File: src/rtl/ripple_count_monitor.sv
// Synchronizes and debounces a ripple down-counter, verifies each accepted value
// steps down by one, and extends the count with a wrap counter.
module ripple_count_monitor #(
  parameter int unsigned WIDTH         = 3,
  parameter int unsigned STABLE_CYCLES = 2,
  parameter int unsigned EXT_WIDTH     = 8
) (
  input  logic                 clk,
  input  logic                 rst_n,
  input  logic [WIDTH-1:0]     cnt_in,
  input  logic                 clr,
  output logic [WIDTH-1:0]     cnt_val,
  output logic                 cnt_upd,
  output logic                 wrap_pulse,
  output logic [EXT_WIDTH-1:0] wrap_count,
  output logic                 skip_pulse,
  output logic                 step_err,
  output logic                 locked
);

  localparam int unsigned HIST_N = (STABLE_CYCLES > 1) ? STABLE_CYCLES - 1 : 1;

  typedef enum logic {
    UNLOCKED = 1'b0,
    LOCKED   = 1'b1
  } state_e;

  state_e               state_q;
  logic [WIDTH-1:0]     s1_q, s2_q;
  logic [1:0]           sync_vld_q;
  logic [WIDTH-1:0]     hist_q [HIST_N];
  logic [HIST_N-1:0]    hist_vld_q;
  logic [WIDTH-1:0]     cnt_val_q;
  logic                 cnt_upd_q, wrap_pulse_q, skip_pulse_q, step_err_q, locked_q;
  logic [EXT_WIDTH-1:0] wrap_count_q;

  logic                 stable;
  logic                 accept;
  logic [WIDTH-1:0]     dec_val;

  // Two-flop synchronizer; valid bits keep reset contents out of the filter
  always_ff @(posedge clk or negedge rst_n) begin
    if (!rst_n) begin
      s1_q       <= '0;
      s2_q       <= '0;
      sync_vld_q <= '0;
    end else begin
      s1_q       <= cnt_in;
      s2_q       <= s1_q;
      sync_vld_q <= {sync_vld_q[0], 1'b1};
    end
  end

  // Sample history behind s2; clr empties it so a fresh filter must complete
  always_ff @(posedge clk or negedge rst_n) begin
    if (!rst_n) begin
      for (int i = 0; i < int'(HIST_N); i++) hist_q[i] <= '0;
      hist_vld_q <= '0;
    end else if (clr) begin
      for (int i = 0; i < int'(HIST_N); i++) hist_q[i] <= '0;
      hist_vld_q <= '0;
    end else begin
      hist_q[0]     <= s2_q;
      hist_vld_q[0] <= sync_vld_q[1];
      for (int i = 1; i < int'(HIST_N); i++) begin
        hist_q[i]     <= hist_q[i-1];
        hist_vld_q[i] <= hist_vld_q[i-1];
      end
    end
  end

  always_comb begin
    stable = sync_vld_q[1];
    for (int i = 0; i < int'(STABLE_CYCLES) - 1; i++) begin
      if (!hist_vld_q[i] || (hist_q[i] != s2_q)) stable = 1'b0;
    end
  end

  assign accept  = stable && ((state_q == UNLOCKED) || (s2_q != cnt_val_q));
  assign dec_val = cnt_val_q - WIDTH'(1);

  // Lock/step-check state machine with registered pulses
  always_ff @(posedge clk or negedge rst_n) begin
    if (!rst_n) begin
      state_q      <= UNLOCKED;
      cnt_val_q    <= '0;
      cnt_upd_q    <= 1'b0;
      wrap_pulse_q <= 1'b0;
      wrap_count_q <= '0;
      skip_pulse_q <= 1'b0;
      step_err_q   <= 1'b0;
      locked_q     <= 1'b0;
    end else begin
      cnt_upd_q    <= 1'b0;
      wrap_pulse_q <= 1'b0;
      skip_pulse_q <= 1'b0;
      if (clr) begin
        state_q      <= UNLOCKED;
        locked_q     <= 1'b0;
        step_err_q   <= 1'b0;
        wrap_count_q <= '0;
      end else if (accept) begin
        cnt_val_q <= s2_q;
        cnt_upd_q <= 1'b1;
        if (state_q == UNLOCKED) begin
          state_q  <= LOCKED;
          locked_q <= 1'b1;
        end else if (s2_q == dec_val) begin
          if (cnt_val_q == '0) begin
            wrap_pulse_q <= 1'b1;
            wrap_count_q <= wrap_count_q + EXT_WIDTH'(1);
          end
        end else begin
          skip_pulse_q <= 1'b1;
          step_err_q   <= 1'b1;
        end
      end
    end
  end

  assign cnt_val    = cnt_val_q;
  assign cnt_upd    = cnt_upd_q;
  assign wrap_pulse = wrap_pulse_q;
  assign wrap_count = wrap_count_q;
  assign skip_pulse = skip_pulse_q;
  assign step_err   = step_err_q;
  assign locked     = locked_q;

endmodule

File: config.mk
export PLATFORM = sky130hd
export DESIGN_NAME = ripple_count_monitor
export DESIGN_NICKNAME = d
export VERILOG_FILES = /design/src/rtl/ripple_count_monitor.sv
export SDC_FILE = /design/constraint.sdc
export NUM_CORES = 1
export LEC_CHECK = 0
export BUFFER_PORTS_ARGS = -buffer_cell sky130_fd_sc_hd__buf_2
export CAP_MARGIN = 20
export CORE_MARGIN = 2
export CORE_UTILIZATION = 57
export DETAILED_ROUTE_END_ITERATION = 6
export PLACE_DENSITY = 0.9
export SLEW_MARGIN = 20
export SYNTH_ARGS = -nofsm -noshare
export SYNTH_HDL_FRONTEND = slang
export SYNTH_SLANG_ARGS = --single-unit
File: constraint.sdc
create_clock -name clk -period 3 [get_ports clk]
set_input_delay 0 -clock clk [delete_from_list [all_inputs] [get_ports clk]]
set_output_delay 0 -clock clk [all_outputs]
set_load 0.1 [all_outputs]
Word level (Yosys, flattened, before mapping)
Index checks and enable logic that the tools add are counted.
Word-level totals
  register bits: 29
  input port bits: 6
  word-level logic and storage cells: 63
  output and inout bits: 16
Operators by class
  reductions and logical operators: 13
  bitwise logic cells: 2
  $add $sub $neg: 2
  mux-type cells: 28
  equality and inequality tests: 5
Operators with widths (number)
  two-way mux 8 bit: 5
  two-way mux 1 bit: 22
  adder 8 x 1 -> 8 bit, second input constant: 1
  nonzero test 2 bit: 4
  inequality test 3 bit: 2
  inequality test 2 bit, second input constant: 2
  AND reduction 2 bit: 2
  AND reduction 4 bit: 1
  equality test 3 bit: 1
  logical NOT 3 bit: 1
  two-way mux 3 bit: 1
  AND reduction 3 bit: 1
  subtractor 3 x 1 -> 3 bit, second input constant: 1
  logical OR 1 bit: 2
  inverter 1 bit: 2
  logical AND 1 bit: 1
  logical NOT 1 bit: 1

Logic depth before layout (Yosys ltp)
  word-level depth: 6
  mapped depth: 7
  mapped depth without buffers: 6

Least setup slack after synthesis
No wires, ideal clock.
  kind: register -> register
  from: reg cnt_val_q[0] (netlist: cnt_val[0])
  to: reg wrap_count_q[7] (netlist: wrap_count[7])
  library setup time: 0.128 ns
  slack: 0.459 ns
  required time: 2.872 ns
  buffers on the path: 0
  data arrival time: 2.413 ns
  stages on the path, launching flop included: 7
  clock period less this slack: 2.541 ns
  cells stage by stage: dfrtp_1 -> inv_1 -> ha_1 -> xor2_1 -> nand4_1 -> nor4_1 -> mux2_1
Between the ends
  word-level cells in the longest chain between the ends: 5
  elaborated cells on any way between the ends: 10
  classes of those cells: add/sub (1); eq/ne (2); reduce/logical (7)
Ends and longest elaborated chain
  start: declaration: line 33  | logic [WIDTH-1:0] cnt_val_q;
  start signal: assignment: line 103  | cnt_val_q <= s2_q;
  branches (longest 4 deep; another with subtractor 3 x 1 -> 3 bit)
  AND reduction 4 bit (no source line) (*)
  end signal: assignment: line 111  | wrap_count_q <= wrap_count_q + EXT_WIDTH'(1);
  end: declaration: line 35  | logic [EXT_WIDTH-1:0] wrap_count_q;
Mark *: on every way between the ends.
A chain may end at the register's enable or synchronous reset.

Final worst setup path
Same ends and word-level chain as after synthesis.

==> impl_metrics.env <==
export IMPL_synth_area_leaders="dfrtp_1 (59%), xor2_1 (4.3%), a21oi_1 (3.7%)"
export IMPL_fmax_mhz=411.7
export IMPL_synth_area_mm2=0.001229
export IMPL_root_buffer="clkbuf_4"
export IMPL_fin_nets=142
export IMPL_leakagePower_uw=0.0006963
export IMPL_cts_num_sinks=29
export IMPL_grt_pass1_wl_mm=3.663
export IMPL_die_h_um=50.43
export IMPL_synth_seq_area_share_pct=59.06
export IMPL_die_w_um=50.43
export IMPL_drt_iter0_drc=18
export IMPL_synth_nets=114
export IMPL_power_uw=820.8
export IMPL_setup_ws_ps=571.0
export IMPL_fin_util_pct=72.94
export IMPL_cp_slowest_stage_delay_ps=480
export IMPL_grt_usage_pct=20.04
export IMPL_synth_top_area_share_pct=59.06
export IMPL_slowest_stage="nand4_1"
export IMPL_cp_max_fo=16
export IMPL_worst_slew_pin_slew_ps=619.7
export IMPL_ir_drop_mv=0.4219
export IMPL_hold_viol=0
export IMPL_synth_warning_count=0
export IMPL_end_kind="register"
export IMPL_tns_ps=0
export IMPL_crit_required_ps=3210
export IMPL_drtAntennaViolNets=0
export IMPL_clk_pin_slew_ps=90
export IMPL_hpwl_mm=1.541
export IMPL_worstSetupStartpointType="register"
export IMPL_portBuffers=21
export IMPL_preCtsSetupSlack_ps=568.8
export IMPL_die_area_mm2=0.002543
export IMPL_diodes=0
export IMPL_cts_htree_levels=2
export IMPL_powerDensity_mw_per_mm2=562.1
export IMPL_critPathKind="reg -> reg"
export IMPL_cap_violations=0
export IMPL_synth_cell_types=28
export IMPL_finalSetupViolations=0
export IMPL_areaGrowthSynthToFinish_pct=18.84
export IMPL_cp_cell_sequence="inv_1, ha_1, xor2_1, nand4_1, nor4_1, mux2_1"
export IMPL_start_util_pct=61.37
export IMPL_period_share_pct=80.97
export IMPL_drc_errors=0
export IMPL_syn_instance_count=105
export IMPL_post_cts_buffers=0
export IMPL_rsz0062_at_grt="no"
export IMPL_wirelength_mm=2.161
export IMPL_syn_avg_cell_area_um2=11.70
export IMPL_hp_class="in -> reg"
export IMPL_slew_headroom_pct=58.69
export IMPL_grt_start_max_net_pins=30
export IMPL_core_region_area_mm2=0.002002
export IMPL_outcome="finished, final reports clean"
export IMPL_io_pins=22
export IMPL_viasPerCell=5.708
export IMPL_worst_ep_arrival_time_ps=2640
export IMPL_clk_path_buf_depth=2
export IMPL_first_pass_iters=4
export IMPL_vias=919
export IMPL_yosysTopAreaCell="dfrtp_1"
export IMPL_place_gp_congestion=0.7610
export IMPL_wire_per_inst_um=13.42
export IMPL_finalMaxSlewViolations=0
export IMPL_cts_tree="done"
export IMPL_grt_pass1_vias=903
export IMPL_antenna_found_initial=0
export IMPL_drive_gt1_share_pct=23.88
export IMPL_ys_ff_latch=29
export IMPL_period_needed_ps=2429
export IMPL_postLayoutCellArea_mm2=0.001460
export IMPL_numCtsBuffers=5
export IMPL_clock_latency_ps=320
export IMPL_grt_overflow=0
export IMPL_skew_ps=4.793
export IMPL_placed_area_mm2=0.001350
export IMPL_core_rowCount=16
worst paths after layout:
| check | from | to | slack [ps] | depth (start not counted) |
|---|---|---|---|---|
| max in group asynchronous | rst_n | s2_q[2] | 2380 | 2 |
| worst min register to register | s1_q[0] | s2_q[0] | 350 | 0 |
| min in group asynchronous | rst_n | wrap_count[2] | 220 | 2 |
| worst max-delay path | cnt_val[0] | wrap_count[7] | 570 | 6 |
| worst min-delay path | clr | locked | 50 | 2 |
| worst max register to register | cnt_val[0] | wrap_count[7] | 570 | 6 |
per-stage QoR:
step,hold WS [ps],std cells
5_1_grt,44.05,161
4_1_cts,43.24,161
6_report,49.43,161
2_1_floorplan,-295.6,105
3_3_place_gp,41.02,149
3_5_place_dp,47.05,149
state kept, by name, summed over array words and instances (netlist names):
name and cells:
skip_pulse 1, hist_q 3, state_q 1, cnt_upd 1
wrap_count 8, s2_q 3, hist_vld_q 1, wrap_pulse 1
step_err 1, s1_q 3, locked 1, cnt_val 3
sync_vld_q 2
final cells by class:
cell class,instances,area (µm²)
multi-input combinational,66,462.9
clock inverter,1,5.005
inverter,6,22.52
tap,27,33.78
sequential,29,725.7
clock buffer,7,65.06
fill,137,541.8
timing repair buffer,25,145.1
placed cells by master, fill, tap and decap left out, types with 2 or more instances in the layout:
master and instances:
or3_1 2, buf_2 21, xnor2_1 3, nor2_1 2
xor2_1 6, a21oi_1 9, ha_1 3, or4_1 6
o21ai_0 2, clkbuf_8 2, nand2_1 3, and2_1 2
nor2b_1 5, clkbuf_4 5, nand4_1 3, nor4_1 2
mux2_2 3, o31ai_1 5, inv_1 6, dlygate4sd3_1 4
dfrtp_1 29, nand3_1 3
what timing repair did:
action,in CTS,in global routing
hold endpoints to repair,32,0
resized for setup,0,0
hold buffers,4,0
metal layers:
metal / vias to the layer above / part of all wire, % / GRT usage (%)
li1: 430 / - / -
met1: 453 / 38 / 19.96
met2: 29 / 54 / 37.06
met3: 7 / 5.6 / 6.548
met4: 0 / 2.2 / 9.459
met5: - / 0 / 0
power by group:
part           internal [µW]  leakage [µW]  switching [µW]
registers                406      0.000380            13.4
logic                   38.9      0.000275            99.0
clock network            136     0.0000413             128
worst max-delay path: cells and delay by family, from the launching register on:
| kind | cells | cell delay (ps) |
|---|---|---|
| buf+inv | 1 | 90 |
| flops | 1 | 410 |
| simple gates | 2 | 930 |
| fa+ha+maj | 1 | 320 |
| mux | 1 | 350 |
| xor+xnor | 1 | 220 |
cell usage after synthesis:
master,instances
dfrtp_1,29
a21oi_1,9
inv_1,6
or4_1,6
xor2_1,6
nor2b_1,5
o31ai_1,5
ha_1,3
mux2_2,3
nand2_1,3
nand3_1,3
nand4_1,3
xnor2_1,3
and2_1,2
clkbuf_1,2
nor2_1,2
nor4_1,2
o21ai_0,2
or3_1,2
a22o_1,1
a31oi_1,1
and3b_1,1
buf_2,1
clkbuf_2,1
conb_1,1
mux2_1,1
nor3_1,1
o311a_1,1
cells by family (layout without fill, tap and decap cells):
| group | count (synthesis) | after routing | share of synthesized area (%) |
|---|---|---|---|
| buf+inv | 10 | 39 | 3.258 |
| compound gates | 19 | 19 | 9.573 |
| flops | 29 | 29 | 59.06 |
| simple gates | 30 | 30 | 14.66 |
| mux | 4 | 4 | 3.666 |
| fa+ha+maj | 3 | 3 | 3.055 |
| other cells | 1 | 1 | 0.3052 |
| xor+xnor | 9 | 9 | 6.416 |
No activity file was read; power rests on OpenSTA's default activity.
